File: src/rtl/paddle_motion.sv
// Multi-channel paddle position controller.
// Each channel accelerates while a direction is held and saturates at the bounds.
module paddle_motion #(
  parameter int N_PADDLES  = 2,
  parameter int POS_W      = 10,
  parameter int Y_MIN      = 0,
  parameter int Y_MAX      = 440,
  parameter int RESET_POS  = 240,
  parameter int STEP_MIN   = 1,
  parameter int STEP_MAX   = 4,
  parameter int ACCEL_HOLD = 8
) (
  input  logic                         slow_clk,
  input  logic                         i_reset,
  input  logic                         i_freeze,
  input  logic [N_PADDLES-1:0]         i_inc,
  input  logic [N_PADDLES-1:0]         i_dec,
  output logic [N_PADDLES*POS_W-1:0]   o_pos,
  output logic [N_PADDLES-1:0]         o_at_min,
  output logic [N_PADDLES-1:0]         o_at_max,
  output logic [N_PADDLES-1:0]         o_moving
);

  localparam int CW = $clog2(ACCEL_HOLD);

  localparam logic [POS_W-1:0] YMIN  = POS_W'(Y_MIN);
  localparam logic [POS_W-1:0] YMAX  = POS_W'(Y_MAX);
  localparam logic [POS_W-1:0] RPOS  = POS_W'(RESET_POS);
  localparam logic [POS_W-1:0] SMIN  = POS_W'(STEP_MIN);
  localparam logic [POS_W-1:0] SMAX  = POS_W'(STEP_MAX);
  localparam logic [POS_W:0]   YMINX = (POS_W+1)'(Y_MIN);
  localparam logic [POS_W:0]   YMAXX = (POS_W+1)'(Y_MAX);
  localparam logic [CW-1:0]    CLAST = CW'(ACCEL_HOLD - 1);

  typedef enum logic [1:0] {
    IDLE = 2'd0,
    UP   = 2'd1,
    DOWN = 2'd2
  } state_t;

  genvar k;
  generate
    for (k = 0; k < N_PADDLES; k++) begin : g_ch
      state_t           state_q, state_d;
      logic [POS_W-1:0] pos_q, pos_d;
      logic [POS_W-1:0] spd_q, spd_d;
      logic [POS_W-1:0] step;
      logic [CW-1:0]    cnt_q, cnt_d;
      logic [POS_W:0]   sum;
      logic [POS_W:0]   floor_x;
      logic             up_req;
      logic             dn_req;
      logic             same_dir;

      assign up_req   = i_inc[k] & ~i_dec[k];
      assign dn_req   = i_dec[k] & ~i_inc[k];
      assign same_dir = (up_req && state_q == UP) ||
                        (dn_req && state_q == DOWN);

      always_ff @(posedge slow_clk) begin
        if (i_reset) begin
          state_q <= IDLE;
          pos_q   <= RPOS;
          spd_q   <= SMIN;
          cnt_q   <= '0;
        end else begin
          state_q <= state_d;
          pos_q   <= pos_d;
          spd_q   <= spd_d;
          cnt_q   <= cnt_d;
        end
      end

      always_comb begin
        state_d = state_q;
        pos_d   = pos_q;
        spd_d   = spd_q;
        cnt_d   = cnt_q;
        step    = SMIN;
        sum     = '0;
        floor_x = '0;
        if (!i_freeze) begin
          if (!up_req && !dn_req) begin
            state_d = IDLE;
            spd_d   = SMIN;
            cnt_d   = '0;
          end else begin
            if (same_dir) begin
              step = spd_q;
              if (cnt_q == CLAST) begin
                cnt_d = '0;
                spd_d = (spd_q >= SMAX) ? SMAX
                                        : spd_q + POS_W'(1);
              end else begin
                cnt_d = cnt_q + CW'(1);
              end
            end else begin
              step    = SMIN;
              spd_d   = SMIN;
              cnt_d   = CW'(1);
              state_d = up_req ? UP : DOWN;
            end
            // Bounds are checked one bit wider so no wrap can slip past.
            sum     = {1'b0, pos_q} + {1'b0, step};
            floor_x = YMINX + {1'b0, step};
            if (up_req)
              pos_d = (sum > YMAXX) ? YMAX : sum[POS_W-1:0];
            else
              pos_d = ({1'b0, pos_q} < floor_x) ? YMIN
                                                : pos_q - step;
          end
        end
      end

      assign o_pos[k*POS_W +: POS_W] = pos_q;
      assign o_at_min[k] = (pos_q == YMIN);
      assign o_at_max[k] = (pos_q == YMAX);
      assign o_moving[k] = (state_q != IDLE);
    end
  endgenerate

endmodule

File: config.mk
export PLATFORM = sky130hd
export DESIGN_NAME = paddle_motion
export DESIGN_NICKNAME = d
export VERILOG_FILES = /design/src/rtl/paddle_motion.sv
export SDC_FILE = /design/constraint.sdc
export NUM_CORES = 1
export LEC_CHECK = 0
export CORE_ASPECT_RATIO = 2
export CORE_UTILIZATION = 30
export DETAILED_ROUTE_END_ITERATION = 10
export GPL_ROUTABILITY_DRIVEN = 0
export PLACE_DENSITY = 0.49
export SLEW_MARGIN = 20
export SYNTH_ARGS = -nofsm -noshare
export SYNTH_HDL_FRONTEND = slang
export SYNTH_SLANG_ARGS = --single-unit
File: constraint.sdc
create_clock -name slow_clk -period 5.5 [get_ports slow_clk]
set_input_delay 1.1 -clock slow_clk [delete_from_list [all_inputs] [get_ports slow_clk]]
set_output_delay 1.1 -clock slow_clk [all_outputs]
set_load 0.05 [all_outputs]
==> results of run 1 <==
-- cell type report --
type,count,area (sq um)
Fill cell,1566,9660
Clock inverter,1,30.0
Timing Repair Buffer,44,410
Inverter,50,188
Multi-Input combinational cell,464,3240
Tap cell,195,244
Sequential cell,50,1000
Clock buffer,7,133
-- flip-flops by register name, summed over array words and instances (netlist names) --
signal        count
g_ch.cnt_q        6
g_ch.pos_q       20
g_ch.spd_q       20
g_ch.state_q      4
-- routing by layer --
metal | up-vias | track usage, %
met5 | - | 0
met4 | 0 | 15.1
met2 | 144 | 38.7
met1 | 2090 | 15.9
li1 | 2175 | -
met3 | 66 | 3.13
-- report_power, final --
group	leakage [nW]	total [mW]	internal (mW)	switching, mW
logic	1.68	0.375	0.139	0.236
clock network	0.0781	0.363	0.216	0.147
registers	0.407	0.410	0.379	0.0313
-- tightest hold or removal path: stages, from the launching register on --
cell	delay, ns
dfxtp_1	0.32
o21ai_0	0.07
a21oi_1	0.06
-- per-stage QoR --
| step | hold WS [ns] | power, mW | worst slack, ns | utilization, % |
|---|---|---|---|---|
| after floorplan | 0.454 | 0.672 | 0.873 | - |
| after global placement | 0.468 | 0.788 | -0.0139 | 34.1 |
| after detailed placement | 0.487 | 0.789 | 0.00866 | 34.1 |
| after CTS | 0.503 | 1.16 | 0.307 | 35.2 |
| after global routing | 0.527 | 1.21 | 0.146 | 35.2 |
| final | 0.501 | 1.15 | 0.365 | 35.2 |
-- Yosys cell counts, drive strengths merged (3+ instances only) --
cell    count
a211oi     10
a21o        5
a21oi      35
a221oi      4
a22oi       3
a311oi      3
a31o        3
a31oi       4
a32oi       3
a41oi      10
and2        3
and3        5
buf         7
clkbuf     21
dfxtp      50
fa          4
ha         54
inv        50
mux2i       6
nand2      49
nand2b     10
nand3      13
nand3b      6
nor2       61
nor2b      12
nor3       29
nor3b       7
nor4        7
o211ai      5
o21a        5
o21ai      30
o21ba       4
o21bai      5
o22ai       4
o311ai      5
o31ai       7
or2         7
or3         4
or4         6
xnor2      11
xor2        5
-- logic make-up after synthesis --
group / Yosys count / share of synthesized area (%)
AND/OR/NAND/NOR: 225 / 25.2
AO/OA/AOI/OAI: 159 / 24.5
buffers and inverters: 78 / 7.62
adder cells (fa/ha/maj): 58 / 16.5
flip-flops: 50 / 21.8
XOR/XNOR: 16 / 3.06
multiplexers: 6 / 1.31
-- what timing repair did --
action | in CTS | in global routing
hold buffers | 0 | 0
resized for setup | 0 | 1
endpoints found under the setup margin | 0 | 3
-- final timing paths --
path,end,from,slack (ns),depth (start not counted)
setup / recovery,g_ch[1].pos_q[2],i_inc[1],0.36,16
hold / removal,g_ch[1].state_q[1],g_ch[1].state_q[1],0.50,2
setup reg to reg,g_ch[1].pos_q[2],g_ch[1].state_q[1],1.51,13
hold reg to reg,g_ch[1].state_q[1],g_ch[1].state_q[1],0.50,2
==> reports/qor.csv, run 1 <==
stage,metric,value,unit
place,placed cell count,803,
drt,metal1 wirelength,4.76,mm
final_layout,most frequent cells in the layout,"nor2_1 (60), ha_1 (54), dfxtp_1 (50), nand2_1 (49), inv_1 (49)",
yosys,mean post-synth cell area,7.74,sq um
setup_path,Crit Path Max Fanout,9,
yosys,"Async S/R FF share, synth",0,%
timing,Final Cycle Share,93.4,%
setup_path,Startpoint Class,primary input,
yosys,syn nets,657,
drt,DR WL/cell,18.2,um
yosys,top_reg_cell synth,dfxtp_1,
place,dpl hpwl,11.8,mm
floorplan,Initial Util,30.8,%
yosys,post-synthesis sequential area ratio,21.8,%
job,maximum capacitance violations,0,
timing,fin crit period,5.14,ns
yosys,Post-Synthesis Cells,592,
final_layout,fin cells,811,
drt,Via density,5.52,
clock_network,clk slew on worst S/H paths,0.07,ns
floorplan,core area,14900,sq um
clock_network,post-CTS setup buffer count,0,
clock_network,CTS tree,built,
timing,relative slew slack,28.5,%
pwr,Leakage,2.17,nW
yosys,Post-Syn Area,4580,sq um
timing,Tightest Pin Transition,1.07,ns
global_route,number of global-route vias before repair,4649,
yosys,leading area contributor after synthesis,dfxtp_1,
timing,clk_skew,0.00276,ns
drt,met2 routed WL,8.19,mm
pwr,Power Density,219,nW/um^2
global_route,Overflow after GRT,0,
setup_path,CP top delay family,compound AO/OA/AOI/OAI gates,
yosys,top post-synthesis cells by area,"dfxtp_1 (22%), ha_1 (15%), nor2_1 (4.9%), inv_1 (4.0%), nand2_1 (4.0%)",
setup_path,critical path class,in2reg,
floorplan,Vert. Die Dim,177,um
drt,Total Wirelength,14.8,mm
setup_path,Worst path slowest cell,a311oi_1,
final_layout,Finished Cell Area,5240,sq um
pwr,Worst IR Drop VDD,0.116,mV
floorplan,full die area,15800,sq um
yosys,"Distinct cells, synth",72,
drt,1st-pass router iterations,5,
drt,Initial DRC Count,129,
floorplan,DIE WIDTH,89.4,um
clock_network,worst-skew pair later-pin latency,0.30,ns
setup_path,CP bufs+invs,3,
final_layout,fraction of layout cells with a size suffix above 1,7.14,%
drt,vias,4475,
clock_network,Bufs on Longest Clock Path,2,
floorplan,Rows,63,
place,placed cell area,5070,sq um
worst_hold_path,Hold WC Path Type,reg2reg,
final_layout,Diodes inserted,0,
global_route,largest net degree at the start of global routing,19,
setup_path,Crit path required time,5.72,ns
timing,fin. max-slew vios,0,
final_layout,"most common cell after layout, fill and taps aside",nor2_1,
drt,Highest Signal Layer,met4,
final_layout,Area Growth Syn to Fin,14.4,%
drt,number of routed nets with antenna violations,0,
floorplan,IO Pins,33,
global_route,first-pass GRT wire length,23.1,mm
setup_path,CP max stage delay,0.62,ns
timing,RSZ-0062 raised after global routing,false,
yosys,post-synth top area share,21.8,%
clock_network,total CTS buffers,5,
setup_path,cell breakdown of the critical path,clkdlybuf4s50_1 > inv_1 > ha_1 > nand2_1 > o21ai_1 > buf_4 > nand2_1 > ha_1 > nor3_2 > o21ai_1 > and3b_1 > a221oi_1 > o22ai_1 > a311oi_1 > a22oi_1 > a211oi_1,
run_status,status,completed,
timing,final setup TNS,0,ns
place,IO buf count,32,
clock_network,CTS root buf,clkbuf_16,
clock_network,# H-tree levels,2,
global_route,initial antenna violation count,0,
setup_path,CP Data Arrival Time,5.35,ns
timing,maximum clock frequency,195,MHz
timing,Final Hold Viols,0,
global_route,GRT Total Usage,19.6,%
drt,DR WL met3,556,um
yosys,Yosys reg bits,50,
final_layout,Nets,680,
drt,Residual DRC,0,
timing,Final Setup Violations,0,
setup_path,Setup crit end kind,flip-flop,
yosys,Post-synth EDFFs,0,
yosys,"Warnings, synthesis",0,
clock_network,Clock Sinks,50,
No activity file was read; power rests on OpenSTA's default activity.
==> inputs of run 2 (changes only) <==
CTS_CLUSTER_SIZE = 10   (was unset)
==> results of run 2 <==
Same layout as run 1: the final DEF is identical, and so are final timing and power.
